<file path="src/rtl/xbar_sched_pkg.sv">
// Shared types for the crossbar priority scheduler: operating modes and config FSM states.
// Latency: n/a (types only).
// Backpressure: n/a (types only).
package xbar_sched_pkg;

   // Operating modes selectable through the config handshake
   typedef enum logic [1:0] {
      RR_GRANT = 2'd0,
      TSLICE   = 2'd1,
      FIXED    = 2'd2,
      RESERVED = 2'd3
   } mode_e;

   // Config FSM: IDLE accepts requests, PENDING waits for a stall-free cycle to apply
   typedef enum logic {
      ST_IDLE    = 1'b0,
      ST_PENDING = 1'b1
   } cfg_state_e;

endpackage

</file>
<file path="src/rtl/xbar_prio_ptr.sv">
// Per-target priority pointer: load, wrap-increment from a supplied base, or hold.
// Latency: one cycle from load/step to o_ptr; o_ptr is a plain register.
// Backpressure: none; load always wins over step.
module xbar_prio_ptr #(
   parameter int NumIn    = 4,
   parameter int NumInLog = 2
) (
   input  logic                clk_i,
   input  logic                rst_i,
   input  logic                i_load,
   input  logic [NumInLog-1:0] i_load_val,
   input  logic                i_step,
   input  logic [NumInLog-1:0] i_step_base,
   output logic [NumInLog-1:0] o_ptr
);

   localparam logic [NumInLog-1:0] LastIdx = NumInLog'(NumIn - 1);

   logic [NumInLog-1:0] r_ptr;
   logic [NumInLog-1:0] w_load_val;
   logic [NumInLog-1:0] w_step_val;

   // Out-of-range indices collapse to 0 so the pointer always names a real initiator;
   // with a single initiator LastIdx is 0 and both paths always yield 0.
   assign w_load_val = (i_load_val > LastIdx) ? '0 : i_load_val;
   assign w_step_val = (i_step_base >= LastIdx) ? '0 : i_step_base + NumInLog'(1);

   // Pointer register: reset to 0, load has priority over step, otherwise hold
   always_ff @(posedge clk_i) begin
      if (rst_i) begin
         r_ptr <= '0;
      end else if (i_load) begin
         r_ptr <= w_load_val;
      end else if (i_step) begin
         r_ptr <= w_step_val;
      end
   end

   assign o_ptr = r_ptr;

endmodule

</file>
<file path="src/rtl/xbar_prio_scheduler.sv">
// Drives per-target external priority (rr_o) to crossbar arbiters in RR_GRANT, TSLICE or FIXED mode.
// Latency: config accepted at t applies at t+1 (earliest), visible at t+2; pointer updates visible next cycle.
// Backpressure: cfg_ready_o drops while a config is pending; apply is deferred while any target stalls.
module xbar_prio_scheduler
   import xbar_sched_pkg::*;
#(
   parameter  int NumIn    = 4,
   parameter  int NumOut   = 4,
   parameter  int SliceLen = 8,
   localparam int NumInLog = (NumIn == 1) ? 1 : $clog2(NumIn)
) (
   input  logic                              clk_i,
   input  logic                              rst_i,
   input  logic                              cfg_valid_i,
   output logic                              cfg_ready_o,
   input  logic [1:0]                        cfg_mode_i,
   input  logic [NumInLog-1:0]               cfg_prio_i,
   input  logic [NumOut-1:0]                 hs_valid_i,
   input  logic [NumOut-1:0]                 hs_ready_i,
   input  logic [NumOut-1:0][NumInLog-1:0]   hs_ini_addr_i,
   output logic [NumOut-1:0][NumInLog-1:0]   rr_o,
   output logic [1:0]                        mode_o,
   output logic                              cfg_err_o
);

   localparam int                SliceW    = (SliceLen <= 1) ? 1 : $clog2(SliceLen);
   localparam logic [SliceW-1:0] SliceLast = SliceW'(SliceLen - 1);

   if (NumIn == 0 || NumOut == 0 || SliceLen == 0) begin : g_bad_param
      $fatal(1, "xbar_prio_scheduler: NumIn, NumOut and SliceLen must all be >= 1");
   end

   cfg_state_e          r_state;
   mode_e               r_mode;
   mode_e               r_shadow_mode;
   logic [NumInLog-1:0] r_shadow_prio;
   logic [SliceW-1:0]   r_slice_cnt;
   logic                r_cfg_ready;
   logic                r_cfg_err;

   logic [NumOut-1:0]   w_hs;
   logic                w_stall;
   logic                w_apply;
   logic                w_slice_roll;
   logic [NumInLog-1:0] w_load_val;

   assign w_hs         = hs_valid_i & hs_ready_i;
   assign w_stall      = |(hs_valid_i & ~hs_ready_i);
   // Switching arbitration policy mid-stall could starve the stalled beat, so wait it out.
   assign w_apply      = (r_state == ST_PENDING) && !w_stall;
   assign w_slice_roll = (r_mode == TSLICE) && (r_slice_cnt == SliceLast);
   assign w_load_val   = (r_shadow_mode == FIXED) ? r_shadow_prio : '0;

   // Config FSM: shadow the request, apply it in the first stall-free cycle, flag reserved modes
   always_ff @(posedge clk_i) begin
      if (rst_i) begin
         r_state       <= ST_IDLE;
         r_cfg_ready   <= 1'b1;
         r_cfg_err     <= 1'b0;
         r_mode        <= RR_GRANT;
         r_shadow_mode <= RR_GRANT;
         r_shadow_prio <= '0;
      end else begin
         r_cfg_err <= 1'b0;
         case (r_state)
            ST_IDLE: begin
               if (cfg_valid_i) begin
                  if (cfg_mode_i == 2'(RESERVED)) begin
                     // Accepted but otherwise ignored; only the error pulse results
                     r_cfg_err <= 1'b1;
                  end else begin
                     r_shadow_mode <= mode_e'(cfg_mode_i);
                     r_shadow_prio <= cfg_prio_i;
                     r_state       <= ST_PENDING;
                     r_cfg_ready   <= 1'b0;
                  end
               end
            end
            ST_PENDING: begin
               if (!w_stall) begin
                  r_mode      <= r_shadow_mode;
                  r_state     <= ST_IDLE;
                  r_cfg_ready <= 1'b1;
               end
            end
            default: begin
               r_state     <= ST_IDLE;
               r_cfg_ready <= 1'b1;
            end
         endcase
      end
   end

   // Time-slice counter: runs only in TSLICE, restarts on every config apply
   always_ff @(posedge clk_i) begin
      if (rst_i) begin
         r_slice_cnt <= '0;
      end else if (w_apply) begin
         r_slice_cnt <= '0;
      end else if (r_mode == TSLICE) begin
         r_slice_cnt <= w_slice_roll ? '0 : r_slice_cnt + SliceW'(1);
      end
   end

   // One pointer per target; apply drives load, which the pointer ranks above any step
   for (genvar k = 0; k < NumOut; k++) begin : g_ptr
      logic                w_step;
      logic [NumInLog-1:0] w_step_base;
      logic [NumInLog-1:0] w_ptr;

      assign w_step      = (r_mode == TSLICE)   ? w_slice_roll :
                           (r_mode == RR_GRANT) ? w_hs[k]      : 1'b0;
      assign w_step_base = (r_mode == TSLICE) ? w_ptr : hs_ini_addr_i[k];

      xbar_prio_ptr #(
         .NumIn    (NumIn),
         .NumInLog (NumInLog)
      ) u_ptr (
         .clk_i       (clk_i),
         .rst_i       (rst_i),
         .i_load      (w_apply),
         .i_load_val  (w_load_val),
         .i_step      (w_step),
         .i_step_base (w_step_base),
         .o_ptr       (w_ptr)
      );

      assign rr_o[k] = w_ptr;
   end

   assign cfg_ready_o = r_cfg_ready;
   assign cfg_err_o   = r_cfg_err;
   assign mode_o      = r_mode;

endmodule

</file>
<file path="config.mk">
export PLATFORM = sky130hd
export DESIGN_NAME = xbar_prio_scheduler
export DESIGN_NICKNAME = d
export VERILOG_FILES = /design/src/rtl/xbar_sched_pkg.sv /design/src/rtl/xbar_prio_ptr.sv /design/src/rtl/xbar_prio_scheduler.sv
export SDC_FILE = /design/constraint.sdc
export NUM_CORES = 1
export LEC_CHECK = 0
export CAP_MARGIN = 15
export CORE_MARGIN = 3
export CORE_UTILIZATION = 41
export CTS_CLUSTER_SIZE = 20
export DETAILED_ROUTE_END_ITERATION = 6
export PLACE_DENSITY = 0.84
export SETUP_SLACK_MARGIN = 0.2
export SLEW_MARGIN = 20
export SYNTH_ARGS = -nofsm -noshare
export SYNTH_HDL_FRONTEND = slang
export SYNTH_SLANG_ARGS = --single-unit
</file>
<file path="constraint.sdc">
create_clock -name clk_i -period 1.4 [get_ports clk_i]
set_input_delay 0.28 -clock clk_i [delete_from_list [all_inputs] [get_ports clk_i]]
set_output_delay 0.28 -clock clk_i [all_outputs]
set_load 0.005 [all_outputs]
</file>
Yosys cells after proc, flatten, opt, wreduce, memory -nomap -nowiden. Cells that the tools add are included. W data, S select, Z words.

Word-level logic and storage cells: 85. Register bits: 20. Input bits: 23.

Reduce and logical (&&, ||, !) cells: 14. Mux-type cells: 36. Order comparisons: 5. Equal/unequal tests: 7. Add/sub/neg operators: 5. Bitwise logic cells: 7.

Operators with widths (count): $mux W2 (18); $mux W1 (15); $add A2 B1 Y2 const B (4); $and A4 B4 Y4 (2); $ge A2 B2 Y1 const B (4); $reduce_bool A2 Y1 (4); $ne A2 B2 Y1 const B (3); $reduce_and A3 Y1 (2); $eq A2 B2 Y1 const B (2); $not A1 Y1 (4); $not A4 Y4 (1); $pmux W1 S2 (2); $reduce_or A4 Y1 (1); $add A3 B1 Y3 const B (1); $eq A3 B3 Y1 const B (1); $mux W3 (1); $reduce_or A3 Y1 (1); $eq A2 B1 Y1 const B (1); $gt A2 B2 Y1 const B (1); $logic_and A1 B1 Y1 (2); $logic_not A2 Y1 (1); $reduce_and A2 Y1 (1); $reduce_or A2 Y1 (1); $logic_not A1 Y1 (1).

Longest topological paths before layout.
Word-level depth: 6. Gate-level depth with buffers: 6. Gate-level depth less buffers: 6.

Cells and area by module. A second synthesis with hierarchy kept.

Cell total of the unflattened synthesis: 136. Area, all modules: 1174.9 um2.

By module, submodules not included: xbar_prio_scheduler (area each 699.4 um2, times used 1, sequential area each 240.2 um2, cells an instance 92); xbar_prio_ptr (area each 118.9 um2, times used 4, sequential area each 40.0 um2, cells an instance 11).

Least setup slack after synthesis. OpenSTA, ideal clock, no wires.

Path kind: reg-to-reg. Start point: reg r_slice_cnt[0]. End point: reg g_ptr[1].u_ptr.r_ptr[0]. Cell stages (with the launch flop): 7. Arrival time: 1345 ps. Slack: -20 ps. Required time: 1326 ps. Path buffers: 0. Cell sequence: dfxtp_1 -> ha_1 -> ha_1 -> nand2_2 -> a21o_1 -> a211o_1 -> a31oi_1.

Longest elaborated chain between the ends: 4.

RTL lines: start, declared (RTL line xbar_prio_scheduler.sv:37) `logic [SliceW-1:0] r_slice_cnt;`; start signal, assigned (RTL line xbar_prio_scheduler.sv:101) `r_slice_cnt <= w_slice_roll ? '0 : r_slice_cnt + SliceW'(1);`; $eq A3 B3 Y1 (RTL line xbar_prio_scheduler.sv:51) `assign w_slice_roll = (r_mode == TSLICE) && (r_slice_cnt == SliceLast);`; $logic_and A1 B1 Y1 (RTL line xbar_prio_scheduler.sv:51); $mux W1 (RTL line xbar_prio_scheduler.sv:111) `assign w_step = (r_mode == TSLICE) ? w_slice_roll :`; $reduce_bool A2 Y1 (no line); end signal, assigned (RTL line xbar_prio_ptr.sv:33) `r_ptr <= w_load_val;`; end signal, assigned (RTL line xbar_prio_ptr.sv:35) `r_ptr <= w_step_val;`; end, declared (RTL line xbar_prio_ptr.sv:19) `logic [NumInLog-1:0] r_ptr;`.

Every way passes these cells. A chain may end at the register's enable or synchronous reset.

Worst setup path after layout.
Start point: reg r_slice_cnt[1]. End point: reg g_ptr[0].u_ptr.r_ptr[0].

Longest elaborated chain between the ends: 4.

RTL lines (RTL line): $eq A3 B3 Y1 (xbar_prio_scheduler.sv:51); $logic_and A1 B1 Y1 (xbar_prio_scheduler.sv:51); $mux W1 (xbar_prio_scheduler.sv:111); $reduce_bool A2 Y1 (no line); end signal, assigned (xbar_prio_ptr.sv:33); end signal, assigned (xbar_prio_ptr.sv:35); end, declared (xbar_prio_ptr.sv:19).

Every way passes these cells.

==> metrics.csv <==
stage,metric,value,unit
logic_synthesis,post-synth top area share,0.3600,
power_and_ir_drop,sequential share of power,0.498,
power_and_ir_drop,Pint,0.0009059,W
critical_path,"Worst Path Class, Setup",reg -> reg,
sta,highest clock rate,677.8,MHz
logic_synthesis,Commonest cells post-synth,"dfxtp_1, a21oi_1, nor2_1",
logic_synthesis,cell count after synthesis,130,
clock_tree,clock slew at reported path FFs,0.10,ns
power_and_ir_drop,power density over the cells,652.0,nW/um^2
clock_tree,Root Buffer Master,clkbuf_4,
critical_path,Critical Path Stages,7,
clock_tree,CTS tree,yes,
route,final WL,3.738,mm
clock_tree,H-tree Lvls,1,
critical_path,worst r2r dst,g_ptr[0].u_ptr.o_ptr[0],
placement,"worst slack, placed",-0.4286,ns
logic_synthesis,Post-synth EDFFs,0,
cells_and_area,antenna cells,0,
critical_path,internal reg-to-reg setup slack,-0.08,ns
floorplanning,initial core utilization,0.4410,
critical_path,CP top delay family,flip-flops,
critical_path,crit path buf inv count,1,
placement,"Cell Area, Placed",1630,um^2
power_and_ir_drop,peak supply drop,0.7813,mV
global_routing,largest net degree at the start of global routing,15,
cells_and_area,post-route cell area,1928,um^2
cells_and_area,share of layout cells above drive strength 1,0.4000,
global_routing,GR Overflow Total,0,
sta,final setup violation count,6,
critical_path,cells along the critical path,"ha_4, ha_4, and4b_1, buf_6, a21oi_2, mux2i_1, a21oi_1",
logic_synthesis,synthesized cell area,1112,um^2
placement,HPWL Detailed,2.558,mm
logic_synthesis,Syn Nets,155,
min_path,HP Class,reg -> reg,
power_and_ir_drop,leakage power total,0.8145,nW
clock_tree,Clock Tree Buf Depth,2,
floorplanning,die area,3374,um^2
sta,Setup WS post-layout,-0.07526,ns
logic_synthesis,Synth area leaders,"dfxtp_1, a21oi_1, o221ai_1",
sta,max_slew headroom,0.7952,
sta,minimum clock period,1.475,ns
sta,Final Skew,0.004368,ns
floorplanning,num rows,18,
global_routing,first-pass GRT wire length,5.720,mm
power_and_ir_drop,Comb power frac,0.290,
critical_path,worst path required time,1.58,ns
sta,period utilization,1.054,
logic_synthesis,Main synth FF type,dfxtp_1,
critical_path,reg2reg start,r_slice_cnt[1],
critical_path,CP Max Fanout,4,
logic_synthesis,"flops & latches, synth",20,
logic_synthesis,warnings from Yosys,0,
sta,RSZ-0062 raised after global routing,true,
clock_tree,Num CTS Buffers,3,
logic_synthesis,Yosys cell types,34,
logic_synthesis,most frequent cell after synthesis,dfxtp_1,
power_and_ir_drop,Net Sw Frac,0.2794,
power_and_ir_drop,clock share of power,0.212,
floorplanning,core box area,2522,um^2
clock_tree,clock network latency to the later pin of the worst-skew pair,0.30,ns
cells_and_area,Layout area overhead,73.34,%
logic_synthesis,"FFs w/ async S/R, synth",0,
floorplanning,Die H,58.09,um
critical_path,crit-path most repeated cell,ha_4,
critical_path,Startpoint Class,flip-flop,
critical_path,Worst R2R Path Depth,7,
logic_synthesis,Mean Syn Cell Area,8.556,um^2
run_status,failing checks,negative setup slack,
sta,final hold violations,0,
route,total number of vias,1292,
logic_synthesis,largest area contributor in the netlist,dfxtp_1,
placement,GPL Wtd Cong,0.7853,
cells_and_area,nets@finish,222,
run_status,outcome,"finished, violations left",
route,post-DR wirelength/cell,16.61,um
critical_path,CP endpoint kind,flip-flop,
route,drt first pass iters,4,
floorplanning,Top-Level Pins,35,
critical_path,crit path capture,g_ptr[0].u_ptr.o_ptr[0],
critical_path,CP max stage cell,dfxtp_2,
power_and_ir_drop,Psw,0.0003512,W
route,Post-route DRC,0,
global_routing,initial antenna violation count,0,
flow_run,maxcap violations,0,
critical_path,critical path startpoint,r_slice_cnt[1],
placement,IO buf count,34,
route,number of DRC markers in iteration 0,73,
route,vias per inst,5.742,
sta,Worst Tran Pin Value,0.3071,ns
global_routing,GRT Overall Usage,0.2195,
route,post-route ant nets,0,
floorplanning,die width,58.09,um
clock_tree,clock sink count,20,
sta,Max Slew Vio Count,0,
critical_path,Worst Path Arrival,1.66,ns
critical_path,CP peak stage delay,0.37,ns
logic_synthesis,sequential fraction of the synthesis area,0.3600,
global_routing,vias in the first global route,1212,
min_path,Worst Hold Depth,1,
==> stage by stage <==
step | cells | util | total power [W] | hold slack (ns) | setup TNS (ns)
floorplan | 130 | - | 0.0007756 | 0.4239 | 0
global placement | 206 | 0.6463 | 0.0009445 | 0.4472 | -4.238
detailed placement | 206 | 0.6463 | 0.0009547 | 0.4543 | -4.728
CTS | 222 | 0.7326 | 0.001238 | 0.4629 | -0.008172
global route | 225 | 0.7644 | 0.001325 | 0.4948 | -0.5533
finish | 225 | 0.7644 | 0.001257 | 0.4594 | -0.1900
==> cells by family (layout without fill, tap and decap cells) <==
logic type | Yosys count | in the layout | synth area share
and+or+nand+nor | 49 | 49 | 0.2396
AOI/OAI and AO/OA | 37 | 37 | 0.2272
DFF | 20 | 20 | 0.3600
buffers and inverters | 10 | 75 | 0.04049
muxes | 8 | 8 | 0.07874
xor gates and xnor gates | 4 | 4 | 0.03149
adders and majority gates | 2 | 2 | 0.02249
==> power by group through the flow <==
stage | combinational (W) | sequential (W) | clock, W
after global routing | 0.000389 | 0.000630 | 0.000306
after global placement | 0.000304 | 0.000640 | 0
after detailed placement | 0.000313 | 0.000642 | 0
after floorplan | 0.000138 | 0.000637 | 0
final | 0.000365 | 0.000626 | 0.000266
after CTS | 0.000350 | 0.000622 | 0.000266
==> layout by cell type, fill, tap and decap left out, types with 5 or more instances in the layout <==
| cell type | n |
|---|---|
| mux2i_1 | 5 |
| dfxtp_1 | 7 |
| dlygate4sd2_1 | 12 |
| nor3_1 | 6 |
| nand2_1 | 8 |
| clkdlybuf4s15_1 | 6 |
| dfxtp_2 | 12 |
| a21oi_1 | 9 |
| buf_4 | 24 |
| clkdlybuf4s50_1 | 14 |
| nor2_1 | 9 |
| buf_6 | 7 |
==> layout make-up <==
class / instances / area (um^2)
Multi-Input combinational cell: 100 / 815.8
Timing Repair Buffer: 67 / 614.3
Fill cell: 173 / 594.3
Sequential cell: 20 / 419.2
Tap cell: 30 / 37.54
Clock buffer: 3 / 22.52
Inverter: 5 / 18.77
==> worst min-delay path by stage <==
| stage | from | to | slack [ns] |
|---|---|---|---|
| finish | cfg_ready_o | cfg_ready_o | 0.46 |
| global route | cfg_ready_o | cfg_ready_o | 0.49 |
| CTS | cfg_ready_o | cfg_ready_o | 0.46 |
| detailed placement | cfg_ready_o | cfg_ready_o | 0.45 |
| global placement | cfg_ready_o | cfg_ready_o | 0.45 |
| floorplan | cfg_prio_i[0] | r_shadow_prio[0] | 0.42 |
==> state kept, by name, summed over array words and instances, names as in the netlist <==
| name | flops |
|---|---|
| r_shadow_prio | 2 |
| cfg_err_o | 1 |
| r_slice_cnt | 3 |
| cfg_ready_o | 1 |
| g_ptr.u_ptr.o_ptr | 8 |
| mode_o | 2 |
| r_shadow_mode | 2 |
| r_state | 1 |
==> routing by layer <==
metal | up-vias | track usage | routed length (um)
met4 | 0 | 0.06954 | 56
met3 | 7 | 0.02004 | 184
met2 | 43 | 0.3855 | 1911
li1 | 620 | - | -
met5 | - | 0 | 0
met1 | 622 | 0.2816 | 1586
==> repair_timing <==
item / CTS / global route
setup buffers: 13 / 3
gates resized for setup: 54 / 23
setup endpoints to repair: 27 / 20
hold buffers: 0 / 0
gates cloned: 0 / 0
pin swaps: 12 / 8
(Power assumes the default switching activity.)
